[config.mk]
export PLATFORM = sky130hd
export DESIGN_NAME = tape_recorder
export DESIGN_NICKNAME = d
export VERILOG_FILES = /design/src/rtl/tape_pkg.sv /design/src/rtl/tape_period_meter.sv /design/src/rtl/tape_recorder.sv
export SDC_FILE = /design/constraint.sdc
export NUM_CORES = 1
export LEC_CHECK = 0
export ABC_AREA = 0
export CAP_MARGIN = 20
export CORE_MARGIN = 2
export CORE_UTILIZATION = 40
export CTS_CLUSTER_DIAMETER = 40
export DETAILED_ROUTE_END_ITERATION = 6
export GPL_TIMING_DRIVEN = 0
export PLACE_DENSITY = 0.75
export SYNTH_ARGS = -nofsm -noshare
export SYNTH_HDL_FRONTEND = slang
export SYNTH_SLANG_ARGS = --single-unit
[constraint.sdc]
create_clock -name clk -period 2.84 [get_ports clk]
set_input_delay 0.568 -clock clk [delete_from_list [all_inputs] [get_ports clk]]
set_output_delay 0.568 -clock clk [all_outputs]
set_load 0.05 [all_outputs]
[src/rtl/tape_pkg.sv]
// Shared types and helpers for the cassette capture path.
package tape_pkg;

  typedef enum logic [1:0] {
    IDLE,
    HUNT,
    DATA,
    STOP
  } state_t;

  typedef enum logic [1:0] {
    BIT0,
    BIT1,
    LOST
  } bit_t;

  localparam int START_BITS = 1;
  localparam int DATA_BITS  = 8;
  localparam int STOP_BITS  = 2;

  // Map a measured period (in ce_tick units) onto a decoded symbol.
  function automatic bit_t classify_period(input int unsigned period,
                                           input int unsigned thresh,
                                           input int unsigned timeout);
    if (period < thresh)
      return BIT1;
    else if (period < timeout)
      return BIT0;
    else
      return LOST;
  endfunction

endpackage

[src/rtl/tape_period_meter.sv]
// Synchronises cass_in, measures rising-edge to rising-edge periods in
// ce_tick units and emits one decoded symbol per completed period.
module tape_period_meter
  import tape_pkg::*;
#(
  parameter int CNT_W   = 8,
  parameter int THRESH  = 48,
  parameter int TIMEOUT = 200
) (
  input  logic clk,
  input  logic reset,
  input  logic ce_tick,
  input  logic cass_in,
  input  logic disarm,
  output logic bit_valid,
  output bit_t bit_val
);

  localparam logic [CNT_W-1:0] CNT_MAX = '1;
  localparam logic [CNT_W-1:0] CNT_PRE_TIMEOUT = CNT_W'(TIMEOUT - 1);

  logic [2:0]       sync_q;
  logic [CNT_W-1:0] cnt;
  logic             armed;
  logic             rise;
  logic             timeout_hit;

  assign rise        = sync_q[1] & ~sync_q[2];
  // The tick that carries the counter onto TIMEOUT is the carrier-lost event.
  assign timeout_hit = armed & ce_tick & ~rise & (cnt == CNT_PRE_TIMEOUT);

  // Synchroniser, saturating period counter, arm/disarm and symbol output.
  always_ff @(posedge clk) begin
    if (reset) begin
      sync_q    <= '0;
      cnt       <= '0;
      armed     <= 1'b0;
      bit_valid <= 1'b0;
      bit_val   <= BIT0;
    end else begin
      sync_q    <= {sync_q[1:0], cass_in};
      bit_valid <= 1'b0;

      // An edge always wins over a coincident tick.
      if (rise)
        cnt <= '0;
      else if (ce_tick && (cnt != CNT_MAX))
        cnt <= cnt + 1'b1;

      // An edge while disarmed (or while being disarmed) only arms the meter.
      if (rise) begin
        if (armed && !disarm) begin
          bit_valid <= 1'b1;
          bit_val   <= classify_period(32'(cnt), THRESH, TIMEOUT);
        end
        armed <= 1'b1;
      end else if (disarm) begin
        armed <= 1'b0;
      end else if (timeout_hit) begin
        armed     <= 1'b0;
        bit_valid <= 1'b1;
        bit_val   <= LOST;
      end
    end
  end

endmodule

[src/rtl/tape_recorder.sv]
// Cassette capture: frames decoded symbols into bytes and writes them
// sequentially into the tape RAM.
module tape_recorder
  import tape_pkg::*;
#(
  parameter int CNT_W   = 8,
  parameter int THRESH  = 48,
  parameter int TIMEOUT = 200
) (
  input  logic        clk,
  input  logic        reset,
  input  logic        ce_tick,
  input  logic        enable,
  input  logic        cass_in,
  output logic [15:0] addr,
  output logic [7:0]  data,
  output logic        we,
  output logic [15:0] length,
  output logic        active,
  output logic        frame_err,
  output logic        overflow
);

  state_t      state;
  logic        enable_d;
  logic [7:0]  shreg;
  logic [2:0]  bitcnt;
  logic        stopcnt;
  logic [15:0] len_q;
  logic        bit_valid;
  bit_t        bit_val;

  // The write address always equals the byte count: a write lands at
  // length, and length advances the clock after the strobe.
  assign length = len_q;
  assign addr   = len_q;

  // Meter stays disarmed while idle so the first edge after arming never
  // produces a bit. Returning to HUNT after a good frame keeps it armed so
  // back-to-back frames decode without a lost start bit.
  tape_period_meter #(
    .CNT_W  (CNT_W),
    .THRESH (THRESH),
    .TIMEOUT(TIMEOUT)
  ) u_meter (
    .clk      (clk),
    .reset    (reset),
    .ce_tick  (ce_tick),
    .cass_in  (cass_in),
    .disarm   (state == IDLE),
    .bit_valid(bit_valid),
    .bit_val  (bit_val)
  );

  // Frame FSM, shift register and RAM write sequencing.
  always_ff @(posedge clk) begin
    if (reset) begin
      state     <= IDLE;
      enable_d  <= 1'b0;
      shreg     <= '0;
      bitcnt    <= '0;
      stopcnt   <= 1'b0;
      len_q     <= '0;
      data      <= '0;
      we        <= 1'b0;
      active    <= 1'b0;
      frame_err <= 1'b0;
      overflow  <= 1'b0;
    end else begin
      enable_d <= enable;
      we       <= 1'b0;

      if (we)
        len_q <= len_q + 16'd1;

      if (!enable) begin
        state  <= IDLE;
        active <= 1'b0;
      end else begin
        unique case (state)
          IDLE: begin
            if (!enable_d) begin
              len_q     <= '0;
              frame_err <= 1'b0;
              overflow  <= 1'b0;
              state     <= HUNT;
            end
          end
          HUNT: begin
            if (bit_valid && (bit_val == BIT0)) begin
              bitcnt <= '0;
              active <= 1'b1;
              state  <= DATA;
            end
          end
          DATA: begin
            if (bit_valid) begin
              if (bit_val == LOST) begin
                active <= 1'b0;
                state  <= HUNT;
              end else begin
                shreg  <= {shreg[6:0], bit_val == BIT1};
                bitcnt <= bitcnt + 3'd1;
                if (bitcnt == 3'(DATA_BITS - 1)) begin
                  stopcnt <= 1'b0;
                  state   <= STOP;
                end
              end
            end
          end
          STOP: begin
            if (bit_valid) begin
              if (bit_val == LOST) begin
                active <= 1'b0;
                state  <= HUNT;
              end else begin
                if (bit_val == BIT0)
                  frame_err <= 1'b1;
                if (stopcnt == 1'(STOP_BITS - 1)) begin
                  active <= 1'b0;
                  state  <= HUNT;
                  if (len_q == 16'hFFFF) begin
                    overflow <= 1'b1;
                  end else begin
                    we   <= 1'b1;
                    data <= shreg;
                  end
                end else begin
                  stopcnt <= 1'b1;
                end
              end
            end
          end
          default: state <= IDLE;
        endcase
      end
    end
  end

endmodule
==> run_summary.xml <==
<?xml version="1.0" encoding="UTF-8"?>
<metrics>
  <group name="timing">
    <metric name="tightest_slew" unit="ps">534</metric>
    <metric name="grt_setup_unrepaired" unit="">no</metric>
    <metric name="hold_ws" unit="ps">435</metric>
    <metric name="worst_slew_margin_rel" unit="%">64.3</metric>
    <metric name="layout_setup_ws" unit="ps">497</metric>
    <metric name="final-setup-viol-count" unit="">0</metric>
    <metric name="layout_min_cycle_time" unit="ps">2340</metric>
    <metric name="post-route-period-util" unit="%">82.5</metric>
    <metric name="timing.fmax" unit="MHz">427</metric>
    <metric name="clock-skew-final" unit="ps">9.17</metric>
    <metric name="timing_hold_violations_final" unit="">0</metric>
    <metric name="maxSlewViolCount" unit="">0</metric>
    <metric name="setup-tns-final" unit="ps">0</metric>
  </group>
  <group name="power_and_ir_drop">
    <metric name="power_leakage" unit="nW">1.42</metric>
    <metric name="power_frac_clock" unit="%">47.6</metric>
    <metric name="sw_frac_of_total" unit="%">21.4</metric>
    <metric name="p_comb_share" unit="%">4.9</metric>
    <metric name="power_frac_seq" unit="%">47.5</metric>
    <metric name="power.total" unit="mW">1.75</metric>
    <metric name="power_per_cell_area" unit="nW/um^2">477</metric>
    <metric name="switching_power" unit="mW">0.374</metric>
    <metric name="pint" unit="mW">1.37</metric>
    <metric name="worst_case_vdd_ir_drop" unit="V">0.000386</metric>
  </group>
  <group name="routing">
    <metric name="final_antenna_net_count" unit="">0</metric>
    <metric name="drt_iter0_drc" unit="">76</metric>
    <metric name="first_pass_iters" unit="">4</metric>
    <metric name="wire_per_inst" unit="um">11.9</metric>
    <metric name="detail_route.drc_violations" unit="">0</metric>
    <metric name="route.final.wire_length" unit="mm">5.60</metric>
    <metric name="detail_route.vias_per_cell" unit="">4.99</metric>
    <metric name="num_vias" unit="">2351</metric>
  </group>
  <group name="critical_path">
    <metric name="crit_path_start_kind" unit="">flop</metric>
    <metric name="worst-r2r-setup-slack" unit="ps">920</metric>
    <metric name="reg2reg_to" unit="">addr[6]</metric>
    <metric name="reg2reg_depth" unit="">7</metric>
    <metric name="critical_path.endpoint_type" unit="">primary output</metric>
    <metric name="critical_path_peak_fanout" unit="">6</metric>
    <metric name="cp_data_arrival_time" unit="ps">1780</metric>
    <metric name="worstSetupPathType" unit="">flop to primary output</metric>
    <metric name="worstReg2RegStart" unit="">state[1]</metric>
    <metric name="cp.required" unit="ps">2270</metric>
  </group>
  <group name="cts">
    <metric name="htree_levels" unit="">3</metric>
    <metric name="cts.path.max_buffers" unit="">2</metric>
    <metric name="clock_insertion_delay_worst_skew" unit="ps">340</metric>
    <metric name="tritoncts" unit="">done</metric>
    <metric name="post_cts_hold_buffer_count" unit="">0</metric>
    <metric name="cts.sink_count" unit="">58</metric>
    <metric name="postCtsResizedCells" unit="">0</metric>
    <metric name="postCtsSetupBuffers" unit="">0</metric>
    <metric name="cts_inserted_buffers" unit="">9</metric>
    <metric name="clock-root-buffer" unit="">sky130_fd_sc_hd__clkbuf_8</metric>
    <metric name="clock_slew_seen_by_the_registers_of_the_worst_setup_and_hold_paths" unit="ps">70</metric>
  </group>
  <group name="die">
    <metric name="io-pin-count" unit="">49</metric>
    <metric name="core_region_area" unit="um^2">6830</metric>
    <metric name="die_height" unit="um">88.3</metric>
    <metric name="horizontal_die_dimension" unit="um">88.3</metric>
    <metric name="std_cell_rows" unit="">30</metric>
    <metric name="die_area" unit="um^2">7800</metric>
    <metric name="initial_core_utilization" unit="%">41.6</metric>
  </group>
  <group name="synth">
    <metric name="post_synth.cell_area_avg" unit="um^2">9.14</metric>
    <metric name="combinational_family_with_the_most_area_after_synthesis" unit="">simple AND/OR/NAND/NOR gates</metric>
    <metric name="syn_inst" unit="">311</metric>
    <metric name="post_synth_num_cell_types" unit="">45</metric>
    <metric name="synth-xor-area-share" unit="%">4.31</metric>
    <metric name="synth_warnings" unit="">0</metric>
    <metric name="synth-main-ff-cell" unit="">sky130_fd_sc_hd__dfxtp_1</metric>
    <metric name="synth-simple-area-share" unit="%">24.6</metric>
    <metric name="async_sr_flop_fraction" unit="%">0</metric>
    <metric name="sequential_element_share_of_the_synthesized_area" unit="%">40.8</metric>
    <metric name="synth_fa_ha_area_share" unit="%">4.40</metric>
    <metric name="synth_edf_count" unit="">0</metric>
    <metric name="synthesis.nets" unit="">326</metric>
    <metric name="yosys-mux-area-fraction" unit="%">7.39</metric>
    <metric name="mappedNetlistArea" unit="um^2">2840</metric>
    <metric name="postSynthRegisterBits" unit="">58</metric>
    <metric name="synth_compound_area_share" unit="%">10.6</metric>
  </group>
  <group name="placement">
    <metric name="port_buffers" unit="">48</metric>
    <metric name="placed_cells" unit="">455</metric>
    <metric name="postPlaceCellArea" unit="um^2">3440</metric>
    <metric name="hpwlAfterDp" unit="mm">4.23</metric>
    <metric name="minimum_setup_slack_after_placement" unit="ps">495</metric>
    <metric name="globalplace.congestion" unit="">0.894</metric>
  </group>
  <group name="final_layout">
    <metric name="final_cell_count_no_fill" unit="">471</metric>
    <metric name="share_of_layout_cells_above_drive_strength_1" unit="%">10.9</metric>
    <metric name="num-nets-final" unit="">385</metric>
    <metric name="post-route-util" unit="%">53.6</metric>
    <metric name="area_delta_synth_final" unit="%">28.8</metric>
    <metric name="insertedDiodeCount" unit="">0</metric>
    <metric name="finalInstanceArea" unit="um^2">3660</metric>
  </group>
  <group name="outcome">
    <metric name="outcome" unit="">finished, final reports clean</metric>
  </group>
  <group name="global_route">
    <metric name="grt_use_total" unit="%">15.2</metric>
    <metric name="global_route.overflow_total" unit="">0</metric>
    <metric name="largest_net_degree_at_the_start_of_global_routing" unit="">11</metric>
    <metric name="first_pass_grt_wire_length" unit="mm">9.40</metric>
    <metric name="first_global_vias" unit="">2202</metric>
    <metric name="antenna_found_initial" unit="">0</metric>
  </group>
  <group name="min_path">
    <metric name="min_path_cells" unit="">1</metric>
    <metric name="min_from" unit="">u_meter.sync_q[0]</metric>
    <metric name="min_delay_worst_endpoint" unit="">u_meter.sync_q[1]</metric>
    <metric name="worstHoldPathType" unit="">flop to flop</metric>
  </group>
  <group name="run">
    <metric name="drv_cap" unit="">0</metric>
  </group>
</metrics>
sequential cells by signal, indices dropped and copies added, names as in the netlist:
signal and count:
enable_d 1, state 2, active 1, shreg 8, data 8, bitcnt 3, u_meter.cnt 8, u_meter.sync_q 3
we 1, addr 16, stopcnt 1, frame_err 1, u_meter.bit_valid 1, u_meter.armed 1, u_meter.bit_val 2, overflow 1
worst max-delay path by stage:
stage,start,endpoint,slack [ps],cells past startpoint
floorplan,addr[2],addr[15],940,5
global placement,enable,addr[10],530,6
detailed placement,enable,addr[6],500,6
CTS,addr[11],length[11],480,2
global route,addr[11],length[11],450,2
finish,addr[11],length[11],500,2
worst max-delay path, cell delays in order (launching register included):
cell and delay [ps]:
sky130_fd_sc_hd__dfxtp_1 490, sky130_fd_sc_hd__buf_4 160, sky130_fd_sc_hd__clkdlybuf4s50_1 790
cell usage after synthesis (all sizes together), types with 5 or more instances:
cell	count	area (um^2)
mux2i	21	210
xor2	12	105
o21ai	8	40.0
nand3	13	65.1
dfxtp	58	1160
nand2	16	60.1
and4	5	45.0
nor2b	9	56.3
ha	10	125
a21oi	9	45.0
nand4	10	83.8
clkbuf	9	43.8
and3	5	31.3
nor2	34	128
inv	7	26.3
buf	21	154
nand2b	22	138
power by group through the flow:
stage               logic [mW]  clock network (mW)  registers (mW)
floorplan               0.0535                   0           0.853
global placement        0.0843                   0           0.847
detailed placement      0.0853                   0           0.848
CTS                     0.0858               0.853           0.829
global route            0.0952               0.892           0.830
finish                  0.0857               0.830           0.830
layout by cell type, fill, tap and decap left out, types with 2 or more instances in the layout:
| cell | instances |
|---|---|
| sky130_fd_sc_hd__nand3_1 | 13 |
| sky130_fd_sc_hd__dfxtp_1 | 58 |
| sky130_fd_sc_hd__clkbuf_8 | 11 |
| sky130_fd_sc_hd__nand2_1 | 16 |
| sky130_fd_sc_hd__or4_1 | 3 |
| sky130_fd_sc_hd__inv_1 | 7 |
| sky130_fd_sc_hd__a2111oi_0 | 3 |
| sky130_fd_sc_hd__nand4_1 | 8 |
| sky130_fd_sc_hd__buf_2 | 3 |
| sky130_fd_sc_hd__xnor2_1 | 2 |
| sky130_fd_sc_hd__mux2i_1 | 21 |
| sky130_fd_sc_hd__clkdlybuf4s50_1 | 48 |
| sky130_fd_sc_hd__and4_1 | 4 |
| sky130_fd_sc_hd__xor2_1 | 12 |
| sky130_fd_sc_hd__and2_1 | 2 |
| sky130_fd_sc_hd__clkinv_2 | 2 |
| sky130_fd_sc_hd__a21oi_1 | 9 |
| sky130_fd_sc_hd__o211ai_1 | 4 |
| sky130_fd_sc_hd__a31oi_1 | 3 |
| sky130_fd_sc_hd__buf_4 | 17 |
| sky130_fd_sc_hd__nand3b_1 | 4 |
| sky130_fd_sc_hd__or3_1 | 3 |
| sky130_fd_sc_hd__o21ai_0 | 7 |
| sky130_fd_sc_hd__clkbuf_1 | 9 |
| sky130_fd_sc_hd__nor2_1 | 34 |
| sky130_fd_sc_hd__a21o_1 | 2 |
| sky130_fd_sc_hd__ha_1 | 10 |
| sky130_fd_sc_hd__a211oi_1 | 2 |
| sky130_fd_sc_hd__and3_1 | 5 |
| sky130_fd_sc_hd__o21a_1 | 4 |
| sky130_fd_sc_hd__bufinv_16 | 2 |
| sky130_fd_sc_hd__nor2b_1 | 9 |
| sky130_fd_sc_hd__nand2b_1 | 22 |
cell families (layout without fill, tap and decap cells):
| logic type | after synthesis | count (layout) |
|---|---|---|
| xor+xnor | 14 | 14 |
| compound gates | 44 | 44 |
| simple gates | 127 | 127 |
| fa+ha+maj | 10 | 10 |
| buf+inv | 37 | 101 |
| mux | 21 | 21 |
| flops | 58 | 58 |
metal layers:
metal	part of all wire [%]	vias up	global-route usage, %
li1	-	1194	-
met3	5.2	11	5.41
met1	45	1090	17.8
met4	2.0	0	5.65
met5	0	-	0
met2	48	56	25.6
layout make-up:
cell class	count	area, um^2
Tap cell	96	120
Clock buffer	11	141
Clock inverter	5	77.6
Sequential cell	58	1160
Inverter	7	26.3
Fill cell	638	3170
Timing Repair Buffer	48	480
Multi-Input combinational cell	216	1460
Buffer	30	198
(Power assumes the default switching activity.)
